--- config.mk ---
export PLATFORM = sky130hd
export DESIGN_NAME = tcm_inst_write_slave_flat
export DESIGN_NICKNAME = d
export VERILOG_FILES = /design/src/rtl/tcm_inst_write_slave_if.sv /design/src/rtl/tcm_inst_write_slave.sv /design/src/flat_wrapper.sv
export SDC_FILE = /design/constraint.sdc
export NUM_CORES = 1
export LEC_CHECK = 0
export BUFFER_PORTS_ARGS = -buffer_cell sky130_fd_sc_hd__buf_4
export CORE_ASPECT_RATIO = 0.7
export CORE_MARGIN = 2
export CORE_UTILIZATION = 50
export DETAILED_ROUTE_END_ITERATION = 8
export GPL_ROUTABILITY_DRIVEN = 1
export PLACE_DENSITY = 0.74
export SYNTH_ARGS = -nofsm -noshare
export SYNTH_HDL_FRONTEND = slang
export SYNTH_SLANG_ARGS = --single-unit
export TNS_END_PERCENT = 5
--- constraint.sdc ---
create_clock -name clk_i -period 3.05 [get_ports clk_i]
set_input_delay 0.61 -clock clk_i [delete_from_list [all_inputs] [get_ports clk_i]]
set_output_delay 0.61 -clock clk_i [all_outputs]
set_load 0.01 [all_outputs]
--- src/rtl/tcm_inst_write_slave_if.sv ---
// Bus bundle for the instruction-TCM write responder: writer side, TCM port side and status.
interface tcm_inst_write_slave_if #(
   parameter int unsigned ADDR_W = 16
) ();
   logic [3:0]        tb_inst_we_i;
   logic [31:0]       tb_inst_addr_i;
   logic [31:0]       tb_inst_data_i;
   logic              clr_i;
   logic              tcm_req_o;
   logic              tcm_gnt_i;
   logic [3:0]        tcm_we_o;
   logic [ADDR_W-3:0] tcm_addr_o;
   logic [31:0]       tcm_wdata_o;
   logic [31:0]       wr_count_o;
   logic              err_align_o;
   logic              err_range_o;
   logic              overflow_o;
   logic              idle_o;
   logic [31:0]       checksum_o;

   modport slave (
      input  tb_inst_we_i, tb_inst_addr_i, tb_inst_data_i, clr_i, tcm_gnt_i,
      output tcm_req_o, tcm_we_o, tcm_addr_o, tcm_wdata_o, wr_count_o,
             err_align_o, err_range_o, overflow_o, idle_o, checksum_o
   );

   modport master (
      output tb_inst_we_i, tb_inst_addr_i, tb_inst_data_i, clr_i, tcm_gnt_i,
      input  tcm_req_o, tcm_we_o, tcm_addr_o, tcm_wdata_o, wr_count_o,
             err_align_o, err_range_o, overflow_o, idle_o, checksum_o
   );
endinterface

--- src/rtl/tcm_inst_write_slave.sv ---
// Instruction-TCM preload responder: validates word writes, buffers them, drains under grant.
// Optional feature macro INST_WR_CHECKSUM_EN adds a running checksum of committed (masked) data.
module tcm_inst_write_slave #(
   parameter int unsigned ADDR_W     = 16,
   parameter int unsigned FIFO_DEPTH = 4
) (
   input logic                   clk_i,
   input logic                   rst_x,
   tcm_inst_write_slave_if.slave bus
);
   localparam int unsigned WA_W  = ADDR_W - 2;
   localparam int unsigned IDX_W = $clog2(FIFO_DEPTH);
   localparam int unsigned PTR_W = IDX_W + 1;

   typedef struct packed {
      logic [3:0]      we;
      logic [WA_W-1:0] waddr;
      logic [31:0]     data;
   } entry_t;

   typedef enum logic {ST_EMPTY = 1'b0, ST_DRAIN = 1'b1} state_t;

   state_t           r_state, w_state_nxt;
   entry_t           r_mem [FIFO_DEPTH];
   entry_t           r_head, w_in, w_head_nxt;
   logic [PTR_W-1:0] r_wr_ptr, r_rd_ptr, w_rd_nxt, w_occ;
   logic [31:0]      r_count;
   logic             r_err_align, r_err_range, r_ovf;
   logic             w_req, w_wr, w_aligned, w_in_range, w_full, w_pop, w_push;
   logic             w_drop_align, w_drop_range, w_drop_ovf;

   // Write classification; the first failing check owns the drop.
   assign w_req        = (r_state == ST_DRAIN);
   assign w_wr         = |bus.tb_inst_we_i;
   assign w_aligned    = (bus.tb_inst_addr_i[1:0] == 2'b00);
   assign w_in_range   = ((bus.tb_inst_addr_i >> ADDR_W) == 32'd0);
   assign w_occ        = r_wr_ptr - r_rd_ptr;
   assign w_full       = ((r_wr_ptr ^ r_rd_ptr) == PTR_W'(FIFO_DEPTH));
   assign w_pop        = w_req & bus.tcm_gnt_i;
   assign w_push       = w_wr & w_aligned & w_in_range & (~w_full | w_pop);
   assign w_drop_align = w_wr & ~w_aligned;
   assign w_drop_range = w_wr & w_aligned & ~w_in_range;
   assign w_drop_ovf   = w_wr & w_aligned & w_in_range & w_full & ~w_pop;

   assign w_rd_nxt = r_rd_ptr + PTR_W'(w_pop);
   assign w_in     = {bus.tb_inst_we_i, bus.tb_inst_addr_i[ADDR_W-1:2], bus.tb_inst_data_i};
   // Incoming word becomes head only when the FIFO would otherwise be empty after this pop.
   assign w_head_nxt = (w_push && (r_wr_ptr == w_rd_nxt)) ? w_in : r_mem[w_rd_nxt[IDX_W-1:0]];

   always_ff @(posedge clk_i or negedge rst_x) begin
      if (!rst_x) r_state <= ST_EMPTY;
      else        r_state <= w_state_nxt;
   end

   always_comb begin
      w_state_nxt = r_state;
      case (r_state)
         ST_EMPTY: if (w_push) w_state_nxt = ST_DRAIN;
         ST_DRAIN: if (w_pop && !w_push && (w_occ == PTR_W'(1))) w_state_nxt = ST_EMPTY;
         default:  w_state_nxt = ST_EMPTY;
      endcase
   end

   always_ff @(posedge clk_i) begin
      if (w_push) r_mem[r_wr_ptr[IDX_W-1:0]] <= w_in;
   end

   // Pointers and the registered head presented to the TCM port.
   always_ff @(posedge clk_i or negedge rst_x) begin
      if (!rst_x) begin
         r_wr_ptr <= '0;
         r_rd_ptr <= '0;
         r_head   <= '0;
      end else begin
         if (w_push) r_wr_ptr <= r_wr_ptr + PTR_W'(1);
         r_rd_ptr <= w_rd_nxt;
         if ((w_push || w_pop) && (w_state_nxt == ST_DRAIN)) r_head <= w_head_nxt;
      end
   end

   always_ff @(posedge clk_i or negedge rst_x) begin
      if (!rst_x) begin
         r_count     <= '0;
         r_err_align <= 1'b0;
         r_err_range <= 1'b0;
         r_ovf       <= 1'b0;
      end else if (bus.clr_i) begin
         r_count     <= '0;
         r_err_align <= 1'b0;
         r_err_range <= 1'b0;
         r_ovf       <= 1'b0;
      end else begin
         if (w_pop) r_count <= r_count + 32'd1;
         r_err_align <= r_err_align | w_drop_align;
         r_err_range <= r_err_range | w_drop_range;
         r_ovf       <= r_ovf | w_drop_ovf;
      end
   end

`ifdef INST_WR_CHECKSUM_EN
   logic [31:0] r_cksum;
   logic [31:0] w_mask;

   assign w_mask = {{8{r_head.we[3]}}, {8{r_head.we[2]}}, {8{r_head.we[1]}}, {8{r_head.we[0]}}};

   always_ff @(posedge clk_i or negedge rst_x) begin
      if (!rst_x)          r_cksum <= '0;
      else if (bus.clr_i)  r_cksum <= '0;
      else if (w_pop)      r_cksum <= r_cksum + (r_head.data & w_mask);
   end

   assign bus.checksum_o = r_cksum;
`else
   assign bus.checksum_o = 32'd0;
`endif

   assign bus.tcm_req_o   = w_req;
   assign bus.idle_o      = ~w_req;
   assign bus.tcm_we_o    = r_head.we;
   assign bus.tcm_addr_o  = r_head.waddr;
   assign bus.tcm_wdata_o = r_head.data;
   assign bus.wr_count_o  = r_count;
   assign bus.err_align_o = r_err_align;
   assign bus.err_range_o = r_err_range;
   assign bus.overflow_o  = r_ovf;
endmodule

--- src/flat_wrapper.sv ---
// flat-port wrapper written by rule: the top's interface ports become plain ports
module tcm_inst_write_slave_flat 
#(
   parameter int unsigned ADDR_W     = 16,
   parameter int unsigned FIFO_DEPTH = 4
)
  (clk_i, rst_x, bus_tb_inst_we_i, bus_tb_inst_addr_i, bus_tb_inst_data_i, bus_clr_i, bus_tcm_gnt_i, bus_tcm_req_o, bus_tcm_we_o, bus_tcm_addr_o, bus_tcm_wdata_o, bus_wr_count_o, bus_err_align_o, bus_err_range_o, bus_overflow_o, bus_idle_o, bus_checksum_o);
  tcm_inst_write_slave_if #(.ADDR_W(ADDR_W)) bus_i ();
  input logic clk_i;
  input logic rst_x;
  input wire logic [$bits(bus_i.tb_inst_we_i)-1:0] bus_tb_inst_we_i;
  input wire logic [$bits(bus_i.tb_inst_addr_i)-1:0] bus_tb_inst_addr_i;
  input wire logic [$bits(bus_i.tb_inst_data_i)-1:0] bus_tb_inst_data_i;
  input wire logic [$bits(bus_i.clr_i)-1:0] bus_clr_i;
  input wire logic [$bits(bus_i.tcm_gnt_i)-1:0] bus_tcm_gnt_i;
  output wire logic [$bits(bus_i.tcm_req_o)-1:0] bus_tcm_req_o;
  output wire logic [$bits(bus_i.tcm_we_o)-1:0] bus_tcm_we_o;
  output wire logic [$bits(bus_i.tcm_addr_o)-1:0] bus_tcm_addr_o;
  output wire logic [$bits(bus_i.tcm_wdata_o)-1:0] bus_tcm_wdata_o;
  output wire logic [$bits(bus_i.wr_count_o)-1:0] bus_wr_count_o;
  output wire logic [$bits(bus_i.err_align_o)-1:0] bus_err_align_o;
  output wire logic [$bits(bus_i.err_range_o)-1:0] bus_err_range_o;
  output wire logic [$bits(bus_i.overflow_o)-1:0] bus_overflow_o;
  output wire logic [$bits(bus_i.idle_o)-1:0] bus_idle_o;
  output wire logic [$bits(bus_i.checksum_o)-1:0] bus_checksum_o;
  assign bus_i.tb_inst_we_i = bus_tb_inst_we_i;
  assign bus_i.tb_inst_addr_i = bus_tb_inst_addr_i;
  assign bus_i.tb_inst_data_i = bus_tb_inst_data_i;
  assign bus_i.clr_i = bus_clr_i;
  assign bus_i.tcm_gnt_i = bus_tcm_gnt_i;
  assign bus_tcm_req_o = bus_i.tcm_req_o;
  assign bus_tcm_we_o = bus_i.tcm_we_o;
  assign bus_tcm_addr_o = bus_i.tcm_addr_o;
  assign bus_tcm_wdata_o = bus_i.tcm_wdata_o;
  assign bus_wr_count_o = bus_i.wr_count_o;
  assign bus_err_align_o = bus_i.err_align_o;
  assign bus_err_range_o = bus_i.err_range_o;
  assign bus_overflow_o = bus_i.overflow_o;
  assign bus_idle_o = bus_i.idle_o;
  assign bus_checksum_o = bus_i.checksum_o;
  tcm_inst_write_slave #(.ADDR_W(ADDR_W), .FIFO_DEPTH(FIFO_DEPTH)) u_core (.clk_i(clk_i), .rst_x(rst_x), .bus(bus_i));
endmodule
======== Yosys cells after proc, flatten, opt, wreduce, memory -nomap -nowiden ========
Memories as Yosys holds them, arrays and structs flattened.
Index checks and enable logic that the tools add are counted.
storage, ports and cells
  bits in registers ....................... 92
  bits in writable memories ............... 200
  input port bits ......................... 72
  output and inout bits ................... 119
  logic and storage cells ................. 56
  memories ................................ 1
operators by class
  add/subtract/negate cells ............... 4
  equal/unequal tests ..................... 3
  mux-type cells .......................... 10
  bitwise logic cells ..................... 18
  reductions and logical operators ........ 10
memory list
  memory        depth  bits a word  read ports  clocked after memory_dff  wr ports  RTL line                    text
  u_core.r_mem  4      50           1           0                         1         tcm_inst_write_slave.sv:24  entry_t r_mem [FIFO_DEPTH];
operators by type and width
  operator                                                         number
  32-bit 2-to-1 mux                                                2
  50-bit 2-to-1 mux                                                1
  32-bit by 1-bit adder with 32-bit output, second input constant  1
  32-bit logical NOT                                               1
  1-bit AND                                                        8
  1-bit 2-to-1 mux                                                 6
  1-bit NOT                                                        5
  1-bit logical AND                                                4
  1-bit OR                                                         4
  4-bit OR reduction                                               1
  3-bit by 1-bit adder with 3-bit output                           1
  3-bit by 1-bit adder with 3-bit output, second input constant    1
  3-bit by 1-bit == test with 1-bit output, second input constant  1
  3-bit == test                                                    1
  3-bit == test, second input constant                             1
  3-bit subtractor                                                 1
  3-bit XOR                                                        1
  2-bit logical NOT                                                1
  1-bit one-hot mux with 2 select lines                            1
  2-bit nonzero test                                               1
  1-bit logical NOT                                                1
  1-bit logical OR                                                 1

======== Depth between registers and ports, before layout ========
Gate-level depths: netlist of run 1.
  depth after elaboration ................. 11
  depth in mapped cells ................... 13
  depth with buffers taken out ............ 9

======== Least setup slack after synthesis of run 1 ========
OpenSTA, ideal clock, no wires.
  path type ............................... in2reg
  start ................................... in bus_tcm_gnt_i
  end ..................................... reg u_core.r_head (netlist bit u_core.bus.tcm_addr_o[0])
  library setup time ...................... 0.125 ns
  data arrival time ....................... 3.061 ns
  setup slack ............................. -0.136 ns
  cell stages on the path ................. 13
  cell sequence ........................... nand2_1 > inv_1 > clkbuf_1 > ha_1 > ha_1 > buf_1 > xnor2_1 > nand3_1 > or4_1 > buf_6 > buf_12 > mux2_4 > mux2_4
on the way
  elaborated cells between the ends (all ways) .. 16
RTL lines
  what                                                            RTL line                    text
  start: declaration                                              flat_wrapper.sv:15          input wire logic [$bits(bus_i.tcm_gnt_i)-1:0] bus_tcm_gnt_i;
  1-bit AND *                                                     tcm_inst_write_slave.sv:39  assign w_pop = w_req & bus.tcm_gnt_i;
  3-bit by 1-bit adder with 3-bit output *                        tcm_inst_write_slave.sv:45  assign w_rd_nxt = r_rd_ptr + PTR_W'(w_pop);
  named net u_core.w_rd_nxt[1]                                    tcm_inst_write_slave.sv:26  logic [PTR_W-1:0] r_wr_ptr, r_rd_ptr, w_rd_nxt, w_occ;
  branches (longest 2 deep; another with memory read 4 x 50 bit)  -
  50-bit 2-to-1 mux *                                             tcm_inst_write_slave.sv:48  assign w_head_nxt = (w_push && (r_wr_ptr == w_rd_nxt)) ? w_in : r_mem[w_rd_nxt[IDX_W-1:0]];
  end signal: assignment                                          tcm_inst_write_slave.sv:77  if ((w_push || w_pop) && (w_state_nxt == ST_DRAIN)) r_head <= w_head_nxt;
  end: declaration                                                tcm_inst_write_slave.sv:25  entry_t r_head, w_in, w_head_nxt;
Mark *: on every way through the listed nets, which the timed path passes.
A chain may end at the register's enable or synchronous reset.

======== Worst setup path in the final report of run 1 ========
  start ................................... reg u_core.r_state (netlist: u_core.bus.tcm_req_o)
  end ..................................... reg u_core.r_head (netlist bit u_core.bus.tcm_wdata_o[18])
on the way
  longest elaborated chain between the ends .. 9
  elaborated cells between the ends (all ways) .. 17
ends and longest elaborated chain
  what                                                            RTL line                    text
  start: declaration                                              tcm_inst_write_slave.sv:23  state_t r_state, w_state_nxt;
  start signal: assignment                                        tcm_inst_write_slave.sv:52  else r_state <= w_state_nxt;
  branches (longest 9 deep; another with memory read 4 x 50 bit)  -
Parallel ways; which one is timed is not known.

==> run summary, run 1 <==
Status - finished, final reports clean
Worst-path cell chain - nand2_2 > inv_2 > ha_4 > ha_4 > xnor3_4 > nand3_1 > or4_4 > buf_12 > mux2_4 > mux2_4
Die Wd - 194 microns
R2r worst-path depth - 10
GRT overflow - 0
Post-CTS Setup Bufs - 0
Placed instance area - 14200 sq um
Post-synthesis register bit count - 292
VDD IR-drop max - 0.000427 V
Leakage - 6.06 nW
TritonCTS clock tree - done
Crit path largest cell delay - 0.59 ns
Hold Path Class - in2async
Final instance area - 15200 sq um
Critical path peak fanout - 19
Max Fclk - 372 MHz
Hold buffer count at cts - 0
DR iter-0 viols - 327
IO Count - 191
Vias in the first global route - 6582
Critical path launch point type - flip-flop
Wire per inst - 19.9 microns
Clk sink count - 292
Crit Path Category - reg2reg
WP data required - 3.47 ns
Clock Tree Root - clkbuf_16
Die ar. - 26500 sq um
Post-synth EDFFs - 200
Period minus WS final - 2.69 ns
Ys async rst share - 31.5%
Gr usage total - 18.2%
Num rows - 48
Input/output buffers - 158
Most instantiated library cell after synthesis - edfxtp_1
Nets - 947
Area leader, netlist - edfxtp_1
CTS max path bufs - 3
CP Capture Type - flip-flop
Post-DRT Antenna Nets - 0
Crit path DAT - 3.11 ns
Synth-to-Final Area Change - 20.6%
Synth Instances - 685
Final WL - 24200 microns
Die Y-Extent - 137 microns
GP Congestion - 0.740
DR DRC count - 0
Global-route wire length before repair - 37400 microns
Largest net degree at the start of global routing - 52
Post-synth top area share - 47.7%
Core area - 24700 sq um
Sequential area share after synthesis - 66.0%
Slew @ Worst Pin - 0.583 ns
Tot Pwr - 0.00798 W
Initial antenna violation count - 0
CP max stage cell - or4_4
Max-cap violation count - 0
YS warnings - 0
Final setup fails - 0
Final hold slack - 0.0721 ns
Post-Syn Area - 12600 sq um
DR vias/cell - 5.33
Syn Area/Cell - 18.4 sq um
RSZ-0062 raised after global routing - no
Top FF cell, synth - edfxtp_1
Layout cells sized above 1 - 44.3%
DR vias - 6466
Worst skew pair latency - 0.54 ns
Clock transition at path regs - 0.06 ns
Cts bufs inserted - 28
Detailed Routing Iterations Pass 1 - 7
N_diodes - 0
Setup TNS - 0 ns
H-tree depth - 1
Endpoints failing hold - 0
Starting Density - 51.0%
Post-synth cell types - 38
Final Cycle Share - 88.2%
Synth top area cells - edfxtp_1 48%, dfrtp_1 18%, mux2_4 12%, mux4_2 9.0%, buf_4 1.9%
Setup Skew - 0.0112 ns
Post-CTS sizing - 0
Relative slew slack - 61.1%
Top cells by count, synth - 200 x edfxtp_1, 100 x mux2_4, 92 x dfrtp_1, 50 x mux4_2
Final HPWL DP - 14900 microns
Max-slew violations - 0
Power Dens Cells - 526 nW/um^2
## flip-flops by register name (all words and copies together) (netlist names), 3 cells and up
register,count
u_core.r_mem,200
u_core.bus.tcm_wdata_o,32
u_core.bus.wr_count_o,32
u_core.bus.tcm_addr_o,14
u_core.bus.tcm_we_o,4
u_core.r_rd_ptr,3
u_core.r_wr_ptr,3
## per-stage QoR
step	instances	util, %	setup slack, ns
2_1_floorplan	716	-	0.00937
6_report	1212	61.5	0.359
4_1_cts	1212	61.5	0.338
5_1_grt	1212	61.5	0.290
3_3_place_gp	1160	57.6	0.0318
3_5_place_dp	1160	57.6	0.0155
## kinds of logic (layout without fill, tap and decap cells)
family / after synthesis / in the layout / synth area share, %
fa+ha+maj: 10 / 10 / 1.05
flops: 292 / 292 / 66.0
buf+inv: 72 / 243 / 3.86
simple gates: 109 / 109 / 4.74
mux: 150 / 150 / 20.9
other cells: 1 / 32 / 0.0298
xor+xnor: 36 / 36 / 2.65
compound gates: 15 / 15 / 0.736
## worst max-delay path, delay by kind of cell (launching register included)
| kind | cells | cell delay (ns) |
|---|---|---|
| simple gates | 3 | 0.73 |
| mux | 2 | 0.57 |
| flops | 1 | 0.38 |
| xor+xnor | 1 | 0.32 |
| fa+ha+maj | 2 | 0.31 |
| buf+inv | 2 | 0.26 |
## where the power goes
group	internal, W	switching, W	total, W
clock network	0.00212	0.00142	0.00354
logic	0.0000792	0.000116	0.000195
registers	0.00425	0.00000217	0.00425
total	0.00644	0.00154	0.00798
## metal layers
metal | GRT usage [%] | up-vias | wire, microns
met5 | 0 | - | 0
met4 | 3.82 | 0 | 347
met3 | 4.58 | 29 | 1780
met2 | 28.0 | 205 | 10800
met1 | 26.7 | 3293 | 11200
li1 | - | 2939 | -
## cells in the final DEF, fill, tap and decap left out, types with 13 or more instances in the layout
cell,n
mux4_2,50
nand2_1,13
dfrtp_1,92
conb_1,32
xnor2_1,21
edfxtp_1,200
nor2_1,32
xor2_1,13
buf_4,170
mux2_4,100
clkbuf_16,29
## worst paths after layout
path	from	end	slack, ns
min	rst_x	u_core.bus.wr_count_o[13]	0.07
min reg2reg	u_core.bus.err_range_o	u_core.bus.err_range_o	0.51
max in group asynchronous	rst_x	u_core.bus.tcm_wdata_o[26]	2.29
max reg2reg	u_core.bus.tcm_req_o	u_core.bus.tcm_wdata_o[18]	0.36
min in group clk_i	bus_tb_inst_data_i[11]	u_core.r_mem[2][11]	0.28
max	u_core.bus.tcm_req_o	u_core.bus.tcm_wdata_o[18]	0.36
## layout make-up
cell class | count | area (sq um)
fill | 1763 | 9510
sequential | 292 | 8310
multi-input combinational | 352 | 3950
timing repair buffer | 182 | 1520
clock buffer | 41 | 821
tap | 325 | 407
clock inverter | 11 | 136
inverter | 9 | 33.8
Note: power is estimated with default switching activity, not from simulation.
==> run 2: changes to the inputs <==
Settings changed: MAX_ROUTING_LAYER from default to met4.
==> run 2 against run 1 <==
Register-to-register slack barely moved. First-iteration DRC count increased by 4.6%. Combinational power barely moved. Final cell count stayed put. Critical path depth unchanged. Flip-flop and latch count is the same. Setup slack worse by 0.0032 ns. Largest power group unchanged.
==> run summary, run 2 (synthesis results as in run 1) <==
Hold Path Class - in2async
Nets - 947 (unchanged)
Cts bufs inserted - 28 (unchanged)
DR vias/cell - 5.34 (+0.19%)
Crit path largest cell delay - 0.58 ns (about the same)
Status - finished, final reports clean
CP Capture Type - flip-flop
Worst-path cell chain - nand2_2 > inv_2 > ha_4 > ha_4 > xnor3_4 > nand3_1 > or4_4 > buf_12 > mux2_4 > mux2_4
Max-slew violations - 0 (unchanged)
Relative slew slack - 61.2% (+0.089 points)
GRT overflow - 0 (unchanged)
Post-CTS Setup Bufs - 0 (unchanged)
WP data required - 3.46 ns (about the same)
Setup TNS - 0 ns (unchanged)
Setup Skew - 0.00910 ns (-0.00212 ns)
Slew @ Worst Pin - 0.582 ns (-0.00134 ns)
Period minus WS final - 2.69 ns (+0.00318 ns)
GP Congestion - 0.752 (+1.7%)
RSZ-0062 raised after global routing - no
Largest net degree at the start of global routing - 52 (unchanged)
Max FFs per register - 200 (unchanged)
Power Dens Cells - 526 nW/um^2 (about the same)
Clock Tree Root - clkbuf_16
Gr usage total - 18.8% (+0.57 points)
Tot Pwr - 0.00798 W (about the same)
Crit Path Category - reg2reg
Clk sink count - 292 (unchanged)
Final HPWL DP - 14900 microns (unchanged)
Post-CTS sizing - 0 (unchanged)
Global-route wire length before repair - 37400 microns (about the same)
Detailed Routing Iterations Pass 1 - 6 (-1)
VDD IR-drop max - 0.000429 V (+0.46%)
Hold buffer count at cts - 0 (unchanged)
Wire per inst - 19.9 microns (-0.12%)
Worst R2R End - u_core.bus.tcm_wdata_o[18]
DR vias - 6478 (+0.19%)
H-tree depth - 1 (unchanged)
TritonCTS clock tree - done
Area of the multi-input gates - 3950 sq um (unchanged)
Worst skew pair latency - 0.53 ns (about the same)
Commonest cells after routing, fill and taps aside - 200 x edfxtp_1, 170 x buf_4, 100 x mux2_4
Critical path launch point type - flip-flop
Endpoints failing hold - 0 (unchanged)
FF/Latch Area - 8310 sq um (unchanged)
Worst R2R Start - u_core.bus.tcm_req_o
Max Fclk - 371 MHz (-0.12%)
Placed instance area - 14200 sq um (unchanged)
Die ar. - 26500 sq um (unchanged)
Starting Density - 51.0% (unchanged)
Clock transition at path regs - 0.06 ns (about the same)
Commonest non-fill, non-tap cell in the layout - edfxtp_1
Final setup fails - 0 (unchanged)
IO Count - 191 (unchanged)
DR DRC count - 0 (unchanged)
Num rows - 48 (unchanged)
Input/output buffers - 158 (unchanged)
Leakage - 6.06 nW (unchanged)
DR iter-0 viols - 342 (+4.6%)
CTS max path bufs - 3 (unchanged)
CP max stage cell - or4_4
Core area - 24700 sq um (unchanged)
Initial antenna violation count - 0 (unchanged)
Final Cycle Share - 88.3% (+0.10 points)
Max-cap violation count - 0 (unchanged)
Filler cells - 1763 (unchanged)
Synth-to-Final Area Change - 20.6% (unchanged)
Critical path peak fanout - 19 (unchanged)
R2r worst-path depth - 10 (unchanged)
Setup slack, reg-to-reg - 0.36 ns (about the same)
Die Wd - 194 microns (unchanged)
Post-DRT Antenna Nets - 0 (unchanged)
Crit path DAT - 3.11 ns (about the same)
Final WL - 24100 microns (-0.12%)
Die Y-Extent - 137 microns (unchanged)
Vias in the first global route - 6582 (unchanged)
N_diodes - 0 (unchanged)
Layout cells sized above 1 - 44.3% (unchanged)
Final instance area - 15200 sq um (unchanged)
[run 2: how the worst max path moves through the flow]
stage	slack, ns	endpoint	start
after floorplan	0.009	u_core.r_mem[3][0]	bus_tb_inst_addr_i[18]
after global placement	0.03	u_core.bus.tcm_wdata_o[24]	bus_tcm_gnt_i
after detailed placement	0.02	u_core.bus.tcm_wdata_o[21]	bus_tcm_gnt_i
after CTS	0.34	u_core.bus.tcm_wdata_o[18]	u_core.bus.tcm_req_o
after global routing	0.29	u_core.bus.tcm_addr_o[12]	u_core.bus.tcm_req_o
final	0.36	u_core.bus.tcm_wdata_o[18]	u_core.bus.tcm_req_o
[run 2: where the power goes]
part	internal, W	switching (W)
clock network	0.00212	0.00142
registers	0.00425	0.00000218
logic	0.0000792	0.000116
total	0.00644	0.00154
[run 2: critical path, delay by kind of cell, from the launching register on]
family                     cells  cell delay [ns]
and+or+nand+nor                3             0.72
xor gates and xnor gates       1             0.32
adders and majority gates      2             0.31
buffers and inverters          2             0.26
muxes                          2             0.57
DFF                            1             0.38
[run 2: final cells by class]
type / instances / area share, %
clock buffer: 41 / 5.41
clock inverter: 11 / 0.899
inverter: 9 / 0.223
multi-input combinational: 352 / 26.0
sequential: 292 / 54.8
tap: 325 / 2.68
timing repair buffer: 182 / 10.0
[run 2: metal layers]
layer | share of wire (%) | GRT usage [%]
met5 | 0 | -
met3 | 7.4 | 4.36
met1 | 46 | 26.8
met4 | 1.4 | 3.82
met2 | 45 | 28.0
[run 2: stage by stage]
step | util (%) | cells | hold slack (ns) | setup slack [ns]
global route | 61.5 | 1212 | 0.107 | 0.290
detailed placement | 57.6 | 1160 | 0.493 | 0.0155
floorplan | - | 716 | 0.314 | 0.00937
global placement | 57.6 | 1160 | 0.484 | 0.0318
CTS | 61.5 | 1212 | 0.0827 | 0.338
finish | 61.5 | 1212 | 0.0709 | 0.356
==> run 3: changes to the inputs <==
Settings changed: CORE_UTILIZATION 50 to 40, PLACE_DENSITY 0.74 to 0.73.
==> run 3 against run 2 <==
Combinational power hardly changed. Non-clock buffer count up 7. Count of clock-buffer cells in the layout is 6 lower. Core utilization fell by 12 points. Clock power is 3% higher. Die area up 24%. Design area grew 1.6%. Wire length rose by 5.1%. Global-route usage down 2.6 points. Sequential power hardly changed. Critical path type unchanged.
==> run summary, run 3 (synthesis results as in run 1) <==
Met1 track demand over resource - 23.6% (-3.2 points)
Slew @ Worst Pin - 0.594 ns (+0.0117 ns)
Global Route met2 Usage - 23.5% (-4.5 points)
IO Count - 191 (unchanged)
Power Dens Cells - 524 nW/um^2 (-0.42%)
Sw Share - 20.3% (+1.1 points)
Commonest non-fill, non-tap cell in the layout - edfxtp_1
Final WL - 25400 microns (+5.1%)
GP Congestion - 0.780 (+3.7%)
DR vias - 6532 (+0.83%)
Nets - 956 (+0.95%)
Cts bufs inserted - 30 (+7.1%)
Leakage - 6.12 nW (+1.1%)
Die ar. - 32900 sq um (+24%)
Die Y-Extent - 152 microns (+11%)
Post-CTS sizing - 0 (unchanged)
Critical Path Sink - u_core.bus.tcm_wdata_o[0]
Largest net degree at the start of global routing - 57 (+9.6%)
Starting Density - 40.5% (-10 points)
Period minus WS final - 2.75 ns (+0.0536 ns)
Crit Path Category - reg2reg
Clock transition at path regs - 0.06 ns (about the same)
Wire per inst - 19.3 microns (-3.3%)
Flop pwr share - 52.6% (-0.7 points)
Final WS setup - 0.302 ns (-0.0536 ns)
Clk sink count - 292 (unchanged)
Final setup fails - 0 (unchanged)
Levels on crit path - 10 (unchanged)
Critical path peak fanout - 17 (-2)
Hold Path Class - in2async
Synth-to-Final Area Change - 22.6%
VDD IR-drop max - 0.000416 V (-3.1%)
H-tree depth - 1 (unchanged)
Placement Setup Slack - -0.0710 ns (-0.0864 ns)
Clock group share of total power - 45.0% (+0.7 points)
DR vias/cell - 4.96 (-7.3%)
Max-slew violations - 0 (unchanged)
Initial antenna violation count - 0 (unchanged)
Post-DRT Antenna Nets - 0 (unchanged)
Relative slew slack - 60.4% (-0.78 points)
R2r worst-path depth - 10 (unchanged)
CP max stage cell - or4_4
Hold buffer count at cts - 0 (unchanged)
Worst R2R End - u_core.bus.tcm_wdata_o[0]
CTS max path bufs - 3 (unchanged)
CP Capture Type - flip-flop
Worst skew pair latency - 0.57 ns (+0.04 ns)
Final HPWL DP - 15800 microns (+5.6%)
Crit path buf inv count - 2 (unchanged)
Worst setup path start - u_core.bus.tcm_req_o
Global Route met3 Usage - 3.77% (-0.59 points)
Crit path DAT - 3.18 ns (+0.07 ns)
Clock Tree Root - clkbuf_16
Post-CTS Setup Bufs - 0 (unchanged)
Detailed Routing Iterations Pass 1 - 5 (-1)
Placed insts - 1262 (+8.8%)
Worst R2R Start - u_core.bus.tcm_req_o
Commonest cells after routing, fill and taps aside - 200 x edfxtp_1, 173 x buf_4, 100 x mux2_4
DR iter-0 viols - 528 (+54%)
Max Fclk - 364 MHz (-2.0%)
Endpoints failing hold - 0 (unchanged)
Core area - 31100 sq um (+26%)
Max-cap violation count - 0 (unchanged)
Setup Skew - 0.0219 ns (+0.0128 ns)
Switching power - 0.00164 W (+6.8%)
Logic pwr share - 2.4% (about the same)
Global-route wire length before repair - 40200 microns (+7.4%)
DR DRC count - 0 (unchanged)
Layout cells sized above 1 - 45.1% (+0.79 points)
Worst-path cell chain - nand2_2 > inv_2 > ha_4 > ha_4 > xnor3_4 > nand3_1 > or4_4 > buf_4 > mux2_4 > mux2_4
Int Power - 0.00643 W (-0.12%)
Setup slack, reg-to-reg - 0.30 ns (-0.05 ns)
RSZ-0062 raised after global routing - no
Status - finished, final reports clean
Critical path launch point type - flip-flop
Die Wd - 216 microns (+12%)
TritonCTS clock tree - done
WP data required - 3.48 ns (+0.02 ns)
Vias in the first global route - 6744 (+2.5%)
GRT overflow - 0 (unchanged)
Final Cycle Share - 90.1% (+1.8 points)
Input/output buffers - 158 (unchanged)
CP top delay family - simple AND/OR/NAND/NOR gates
Finished Layout Cells - 1318 (+8.7%)
GRT busiest layer - met1
Crit path largest cell delay - 0.54 ns (-0.04 ns)
Max FFs per register - 200 (unchanged)
Gr usage total - 16.2% (-2.6 points)
N_diodes - 0 (unchanged)
Num rows - 54 (+13%)
## run 3: changes by cell type in the layout (fill, tap and decap cells not counted), sizes merged
cell,change
buf,+7
inv,+1
clkinvlp,-1
clkinv,+10
clkbuf,-6
## run 3: worst min path at each step
stage / startpoint / to / slack (ns)
6_report: rst_x / u_core.bus.tcm_wdata_o[28] / 0.05
5_1_grt: rst_x / u_core.bus.tcm_wdata_o[27] / 0.07
4_1_cts: rst_x / u_core.bus.tcm_wdata_o[27] / 0.06
3_5_place_dp: u_core.bus.tcm_wdata_o[12] / u_core.bus.tcm_wdata_o[12] / 0.50
3_3_place_gp: u_core.bus.overflow_o / u_core.bus.overflow_o / 0.49
2_1_floorplan: rst_x / u_core.bus.err_align_o / 0.31
## run 3: stage by stage
stage | area [sq um] | power (W) | setup TNS [ns] | utilization [%] | hold slack (ns)
6_report | 15400 | 0.00807 | 0 | 49.6 | 0.0469
2_1_floorplan | 12800 | 0.00440 | 0 | - | 0.314
5_1_grt | 15400 | 0.00835 | 0 | 49.6 | 0.0707
3_5_place_dp | 14400 | 0.00453 | -0.906 | 46.4 | 0.499
3_3_place_gp | 14400 | 0.00452 | -0.233 | 46.4 | 0.488
4_1_cts | 15400 | 0.00818 | 0 | 49.6 | 0.0631
## run 3: layout make-up
| class | instances | area [sq um] |
|---|---|---|
| tap | 420 | 526 |
| clock buffer | 35 | 790 |
| clock inverter | 21 | 195 |
| fill | 2618 | 15700 |
| multi-input combinational | 352 | 3950 |
| timing repair buffer | 189 | 1620 |
| inverter | 9 | 33.8 |
| sequential | 292 | 8310 |
## run 3: power by group through the flow
stage                     Sequential, W  Clock (W)  Combinational, W
after floorplan                 0.00433          0         0.0000704
after global placement          0.00433          0          0.000190
after detailed placement        0.00433          0          0.000197
after CTS                       0.00425    0.00374          0.000197
after global routing            0.00425    0.00389          0.000215
final                           0.00425    0.00363          0.000193
## run 3: layer usage
layer  vias to the layer above  part of all wire, %
met4                         0                  1.5
li1                       2957                    -
met5                         -                    0
met1                      3363                   47
met2                       180                   45
met3                        32                  6.0
